$ cat src/rtl/display_scan_ctrl_pkg.sv
// Shared definitions for the multiplexed display scanner: the scan FSM
// state encoding and the 7-bit hex glyphs (a at bit 6 .. g at bit 0).
package display_scan_ctrl_pkg;

   typedef logic [0:0] scan_state_t;

   localparam scan_state_t ST_DRIVE = 1'b0;
   localparam scan_state_t ST_BLANK = 1'b1;

   localparam logic [6:0] GLYPH_0 = 7'h7E;
   localparam logic [6:0] GLYPH_1 = 7'h30;
   localparam logic [6:0] GLYPH_2 = 7'h6D;
   localparam logic [6:0] GLYPH_3 = 7'h79;
   localparam logic [6:0] GLYPH_4 = 7'h33;
   localparam logic [6:0] GLYPH_5 = 7'h5B;
   localparam logic [6:0] GLYPH_6 = 7'h5F;
   localparam logic [6:0] GLYPH_7 = 7'h70;
   localparam logic [6:0] GLYPH_8 = 7'h7F;
   localparam logic [6:0] GLYPH_9 = 7'h7B;
   localparam logic [6:0] GLYPH_A = 7'h77;
   localparam logic [6:0] GLYPH_B = 7'h1F;
   localparam logic [6:0] GLYPH_C = 7'h4E;
   localparam logic [6:0] GLYPH_D = 7'h3D;
   localparam logic [6:0] GLYPH_E = 7'h4F;
   localparam logic [6:0] GLYPH_F = 7'h47;

endpackage

$ cat src/rtl/display_scan_ctrl_seven_segment.sv
// Hex nibble to seven-segment decoder; glyph in bits 6:0, bit 7 left clear
// so the caller can merge its own decimal point.
module seven_segment
   import display_scan_ctrl_pkg::*;
(
   input  logic [3:0] nibble,
   output logic [7:0] segments
);

   // Look up the active-high glyph for the nibble.
   always_comb begin
      segments = 8'h00;
      case (nibble)
         4'h0:    segments = {1'b0, GLYPH_0};
         4'h1:    segments = {1'b0, GLYPH_1};
         4'h2:    segments = {1'b0, GLYPH_2};
         4'h3:    segments = {1'b0, GLYPH_3};
         4'h4:    segments = {1'b0, GLYPH_4};
         4'h5:    segments = {1'b0, GLYPH_5};
         4'h6:    segments = {1'b0, GLYPH_6};
         4'h7:    segments = {1'b0, GLYPH_7};
         4'h8:    segments = {1'b0, GLYPH_8};
         4'h9:    segments = {1'b0, GLYPH_9};
         4'hA:    segments = {1'b0, GLYPH_A};
         4'hB:    segments = {1'b0, GLYPH_B};
         4'hC:    segments = {1'b0, GLYPH_C};
         4'hD:    segments = {1'b0, GLYPH_D};
         4'hE:    segments = {1'b0, GLYPH_E};
         4'hF:    segments = {1'b0, GLYPH_F};
         default: segments = 8'h00;
      endcase
   end

endmodule

$ cat src/rtl/display_scan_ctrl.sv
// Multiplexed seven-segment scanner: time-slices N_DIGITS digits with an
// anti-ghost blanking tail per slot, and double-buffers new display data so
// it only becomes visible at a frame boundary.
module display_scan_ctrl
   import display_scan_ctrl_pkg::*;
#(
   parameter int N_DIGITS   = 4,
   parameter int DIGIT_CYC  = 100000,
   parameter int BLANK_CYC  = 16,
   parameter int ACTIVE_LOW = 1
) (
   input  logic                  clk,
   input  logic                  rst,
   input  logic [4*N_DIGITS-1:0] value,
   input  logic [N_DIGITS-1:0]   dp_mask,
   input  logic                  blank_lz,
   input  logic                  load,
   output logic                  load_ack,
   output logic [N_DIGITS-1:0]   an,
   output logic [7:0]            seg,
   output logic                  frame_done
);

   localparam int CNT_W = $clog2(DIGIT_CYC);
   localparam int IDX_W = $clog2(N_DIGITS);
   localparam logic [CNT_W-1:0] CNT_LAST  = CNT_W'(DIGIT_CYC - 1);
   localparam logic [CNT_W-1:0] DRIVE_END = CNT_W'(DIGIT_CYC - BLANK_CYC);
   localparam logic [IDX_W-1:0] IDX_LAST  = IDX_W'(N_DIGITS - 1);
   localparam logic             POL       = (ACTIVE_LOW != 0);
   localparam logic [N_DIGITS-1:0] AN_POL = {N_DIGITS{POL}};
   localparam logic [7:0]          SEG_POL = {8{POL}};

   logic [CNT_W-1:0]      cnt_r;
   logic [CNT_W-1:0]      cnt_next_s;
   logic [IDX_W-1:0]      idx_r;
   scan_state_t           state_r;
   scan_state_t           state_next_s;
   logic                  cnt_wrap_s;
   logic                  frame_end_s;

   logic                  pend_r;
   logic [4*N_DIGITS-1:0] pend_value_r;
   logic [N_DIGITS-1:0]   pend_dp_r;
   logic                  pend_blz_r;
   logic [4*N_DIGITS-1:0] disp_value_r;
   logic [N_DIGITS-1:0]   disp_dp_r;
   logic                  disp_blz_r;

   logic [3:0]            nibble_s;
   logic                  dp_bit_s;
   logic                  lz_hit_s;
   logic                  zero_run_s;
   logic [7:0]            glyph_s;
   logic [N_DIGITS-1:0]   an_hi_s;
   logic [7:0]            seg_hi_s;

   logic [N_DIGITS-1:0]   an_r;
   logic [7:0]            seg_r;
   logic                  load_ack_r;
   logic                  frame_done_r;

   // Slot counter next value, wrap detection and next FSM state.
   always_comb begin
      cnt_wrap_s  = (cnt_r == CNT_LAST);
      frame_end_s = cnt_wrap_s && (idx_r == IDX_LAST);
      if (cnt_wrap_s) begin
         cnt_next_s = {CNT_W{1'b0}};
      end else begin
         cnt_next_s = cnt_r + CNT_W'(1);
      end
      if (cnt_next_s < DRIVE_END) begin
         state_next_s = ST_DRIVE;
      end else begin
         state_next_s = ST_BLANK;
      end
   end

   // Scan timing: slot counter, digit index and DRIVE/BLANK state.
   always_ff @(posedge clk) begin
      if (rst) begin
         cnt_r   <= {CNT_W{1'b0}};
         idx_r   <= {IDX_W{1'b0}};
         state_r <= ST_DRIVE;
      end else begin
         cnt_r   <= cnt_next_s;
         state_r <= state_next_s;
         if (cnt_wrap_s) begin
            idx_r <= (idx_r == IDX_LAST) ? {IDX_W{1'b0}} : idx_r + IDX_W'(1);
         end
      end
   end

   // Pending capture on load; commit to the display buffer at frame end.
   always_ff @(posedge clk) begin
      if (rst) begin
         pend_r        <= 1'b0;
         pend_value_r  <= {(4*N_DIGITS){1'b0}};
         pend_dp_r     <= {N_DIGITS{1'b0}};
         pend_blz_r    <= 1'b0;
         disp_value_r  <= {(4*N_DIGITS){1'b0}};
         disp_dp_r     <= {N_DIGITS{1'b0}};
         disp_blz_r    <= 1'b0;
         load_ack_r    <= 1'b0;
         frame_done_r  <= 1'b0;
      end else begin
         if (frame_end_s && pend_r) begin
            disp_value_r <= pend_value_r;
            disp_dp_r    <= pend_dp_r;
            disp_blz_r   <= pend_blz_r;
         end
         // A load in the boundary cycle lands in pending for the next frame.
         if (load) begin
            pend_r       <= 1'b1;
            pend_value_r <= value;
            pend_dp_r    <= dp_mask;
            pend_blz_r   <= blank_lz;
         end else if (frame_end_s) begin
            pend_r <= 1'b0;
         end
         load_ack_r   <= frame_end_s && pend_r;
         frame_done_r <= frame_end_s;
      end
   end

   // Current-digit mux, leading-zero detection and one-hot anode.
   always_comb begin
      nibble_s   = 4'h0;
      dp_bit_s   = 1'b0;
      lz_hit_s   = 1'b0;
      zero_run_s = 1'b1;
      an_hi_s    = {N_DIGITS{1'b0}};
      for (int i = N_DIGITS - 1; i >= 0; i--) begin
         zero_run_s = zero_run_s && (disp_value_r[i*4 +: 4] == 4'h0);
         if (idx_r == IDX_W'(i)) begin
            nibble_s   = disp_value_r[i*4 +: 4];
            dp_bit_s   = disp_dp_r[i];
            lz_hit_s   = zero_run_s && (i != 0);
            an_hi_s[i] = (state_r == ST_DRIVE);
         end else begin
            an_hi_s[i] = 1'b0;
         end
      end
   end

   seven_segment u_seven_segment (
      .nibble   (nibble_s),
      .segments (glyph_s)
   );

   // Active-high segment pattern: glyph (unless leading-zero blanked) plus dp.
   always_comb begin
      if (state_r == ST_DRIVE) begin
         seg_hi_s = ((disp_blz_r && lz_hit_s) ? 8'h00 : glyph_s) | {dp_bit_s, 7'h00};
      end else begin
         seg_hi_s = 8'h00;
      end
   end

   // Registered, polarity-adjusted display outputs.
   always_ff @(posedge clk) begin
      if (rst) begin
         an_r  <= AN_POL;
         seg_r <= SEG_POL;
      end else begin
         an_r  <= an_hi_s ^ AN_POL;
         seg_r <= seg_hi_s ^ SEG_POL;
      end
   end

   assign an         = an_r;
   assign seg        = seg_r;
   assign load_ack   = load_ack_r;
   assign frame_done = frame_done_r;

endmodule

$ cat config.mk
export PLATFORM = sky130hd
export DESIGN_NAME = display_scan_ctrl
export DESIGN_NICKNAME = d
export VERILOG_FILES = /design/src/rtl/display_scan_ctrl_pkg.sv /design/src/rtl/display_scan_ctrl_seven_segment.sv /design/src/rtl/display_scan_ctrl.sv
export SDC_FILE = /design/constraint.sdc
export NUM_CORES = 1
export LEC_CHECK = 0
export BUFFER_PORTS_ARGS = -buffer_cell sky130_fd_sc_hd__buf_2
export CAP_MARGIN = 20
export CORE_ASPECT_RATIO = 0.8
export CORE_MARGIN = 2
export CORE_UTILIZATION = 30
export CTS_CLUSTER_SIZE = 30
export DETAILED_ROUTE_END_ITERATION = 8
export HOLD_SLACK_MARGIN = 0.08
export SYNTH_ARGS = -nofsm -noshare
export SYNTH_HDL_FRONTEND = slang
export SYNTH_SLANG_ARGS = --single-unit
$ cat constraint.sdc
create_clock -name clk -period 4.4 [get_ports clk]
set_input_delay 1.1 -clock clk [delete_from_list [all_inputs] [get_ports clk]]
set_output_delay 1.1 -clock clk [all_outputs]
set_load 0.05 [all_outputs]
==> flow_summary.toml <==
[worst_setup_path]
crit_type = "reg2reg"
start_kind = "register"
required_ns = 4.67
cp_data_arrival_time_ns = 3.01
critical_path.max_fanout = 13
end_kind = "register"
r2r_cells = 9

[synthesis]
synth-seq-area-share = 0.435
syn_inst = 403
ys_seq_elements = 77
synth_top_flop_cell = "dfxtp_1"
syn-cell-area_um2 = 3540
synthDistinctLibCells = 54
synth_top_area_frac = 0.435
synth_nets = 438
yosysTopAreaCell = "dfxtp_1"
synth_area_leaders = "dfxtp_1, mux2i_1, nand2_1, a21oi_1, nor2_1"
ys_warn_count = 0
async_reset_ff_frac = 0
synth_edf_count = 0
syn_avg_cell_area_um2 = 8.78

[pwr]
cellPowerDensity_nw_per_um2 = 388
p_leak_nw = 1.60
seqPwrFrac = 0.452
p_sw_mw = 0.338
vdd_drop_max_v = 0.000267
internal_power_mw = 1.27
power_frac_comb = 0.043
pwr-share-clk = 0.505
switching_share = 0.210

[floorplanning]
die_w_um = 125
dieArea_um2 = 12700
core_um2 = 11500
initial_utilization = 0.307
rows = 35
die_h_um = 101
boundaryPins = 38

[global_routing]
use_met1 = 0.187
antenna_found_initial = 0
grt_pass1_vias = 2671
grt_util_all_layers = 0.128
grt_pass1_wl_mm = 13.1
grt_use_met2 = 0.176
busiest_layer = "met1"
grt_max_degree = 56
grt_overflow_total = 0
met3_usage = 0.0391

[sta]
drv_slew = 0
fin_skew_ns = 0.00451
finalCritPeriodShare = 0.623
finalHoldViolations = 0
clock.fmax_ghz = 0.365
grt_setup_unrepaired = "false"
tightestPinTransition_ns = 0.955
tns_ns = 0
maxSlewHeadroom = 0.363
setup_viol = 0
min_period_ns = 2.74

[clock_network]
postCtsHoldBufs = 0
cts_buffers = 9
ctsResizeCount = 0
cts_tree = "yes"
cts_max_level = 3
clkLatencyLatePin_ns = 0.33
root_buffer = "clkbuf_16"
cts_setup_buffers = 0
cts_sinks = 77
clockBufferDepth = 2
clk_pin_slew_ns = 0.06

[placement]
hpwl_mm = 5.42
port_buffers = 37
place_area_um2 = 3810
place_congestion = 0.863

[job]
max_cap_viol_count = 0

[route]
viasPerCell = 4.83
dr.pass1.iters = 4
vias = 2802
postRouteAntennaNets = 0
wl_per_cell_um = 13.3
first_iter_violations = 127
routed_wl_mm = 7.72
drcViolationCount = 0

[outcome]
status = "completed"

[cells_and_area]
antenna_cells = 0
syn_to_final_growth_pct = 17.0
fin_area_um2 = 4140
drive_above_1_share = 0.150
fin_nets = 462

[hold_path]
hp-class = "reg2reg"
hold_depth = 2
==> worst max-delay path, cell delays in order (launching register included) <==
cell	delay, ns
dfxtp_1	0.35
inv_1	0.10
ha_1	0.40
and3b_1	0.23
a211o_1	0.22
a22oi_1	0.43
ha_1	0.34
inv_1	0.07
mux4_2	0.46
nand2_1	0.08
==> metal layers <==
metal,vias up,share of wire
met2,69,0.41
met3,2,0.050
met4,0,0.0028
met1,1295,0.54
li1,1436,-
met5,-,0
==> metrics by stage <==
stage | hold slack [ns] | instances | power (mW) | worst slack, ns | utilization
after floorplan | 0.427 | 403 | 0.789 | 2.10 | -
after global placement | 0.447 | 564 | 0.810 | 1.81 | 0.331
after detailed placement | 0.451 | 564 | 0.813 | 1.71 | 0.331
after CTS | 0.461 | 580 | 1.63 | 1.69 | 0.360
after global routing | 0.476 | 580 | 1.67 | 1.40 | 0.360
final | 0.455 | 580 | 1.61 | 1.66 | 0.360
==> flip-flops by register name, indices dropped and copies added, names as in the netlist, 2 cells and up <==
signal	flops
cnt_r	17
disp_value_r	16
pend_value_r	16
seg	8
an	4
disp_dp_r	4
pend_dp_r	4
idx_r	2
==> Yosys cell counts (2+ instances only) <==
library cell and count:
dfxtp_1 77, nand2_1 65, nor2_1 49, a21oi_1 37
mux2i_1 27, clkbuf_1 16, inv_1 13, ha_1 11
nand4_1 8, xor2_1 8, nor3_1 7, xnor2_1 7
and2_1 6, nand3_1 6, a211o_1 4, buf_2 4
a211oi_1 3, and4b_1 3, nand3b_1 3, nor2b_1 3
o21ai_0 3, o221ai_1 3, a211oi_2 2, a22oi_1 2
and4_1 2, buf_1 2, buf_4 2, nor4_4 2
o31a_1 2, or3_1 2
==> power groups by stage <==
stage / Clock [mW] / Sequential [mW] / Combinational, mW
floorplan: 0 / 0.751 / 0.0384
global placement: 0 / 0.741 / 0.0687
CTS: 0.835 / 0.727 / 0.0711
global route: 0.867 / 0.728 / 0.0773
detailed placement: 0 / 0.742 / 0.0708
finish: 0.812 / 0.727 / 0.0693
==> final timing paths <==
| kind | from | end | slack, ns |
|---|---|---|---|
| max | idx_r[0] | seg[3] | 1.66 |
| min | disp_value_r[2] | disp_value_r[2] | 0.46 |
| max reg2reg | idx_r[0] | seg[3] | 1.66 |
| min reg2reg | disp_value_r[2] | disp_value_r[2] | 0.46 |
==> logic make-up after synthesis <==
| group | Yosys count | synth area share |
|---|---|---|
| and+or+nand+nor | 166 | 0.228 |
| DFF | 77 | 0.435 |
| AOI/OAI and AO/OA | 69 | 0.135 |
| buffers and inverters | 37 | 0.0428 |
| muxes | 28 | 0.0827 |
| xor gates and xnor gates | 15 | 0.0371 |
| adders and majority gates | 11 | 0.0389 |
==> layout make-up <==
cell class / count / area, um^2
Clock buffer: 11 / 253
Timing Repair Buffer: 37 / 185
Multi-Input combinational cell: 289 / 1850
Tap cell: 148 / 185
Fill cell: 1180 / 7380
Inverter: 13 / 48.8
Sequential cell: 77 / 1540
Clock inverter: 5 / 81.3
==> placed cells by master (no fill, tap or decap), types with 3 or more instances in the layout <==
| cell type | instances |
|---|---|
| a211o_1 | 4 |
| a211oi_1 | 3 |
| a21oi_1 | 37 |
| and2_1 | 6 |
| and4b_1 | 3 |
| buf_2 | 37 |
| clkbuf_16 | 9 |
| dfxtp_1 | 77 |
| ha_1 | 11 |
| inv_1 | 13 |
| mux2i_1 | 27 |
| nand2_1 | 65 |
| nand3_1 | 6 |
| nand3b_1 | 3 |
| nand4_1 | 8 |
| nor2_1 | 49 |
| nor2b_1 | 3 |
| nor3_1 | 7 |
| o21ai_0 | 3 |
| o221ai_1 | 3 |
| xnor2_1 | 7 |
| xor2_1 | 8 |
(Power assumes the default switching activity.)
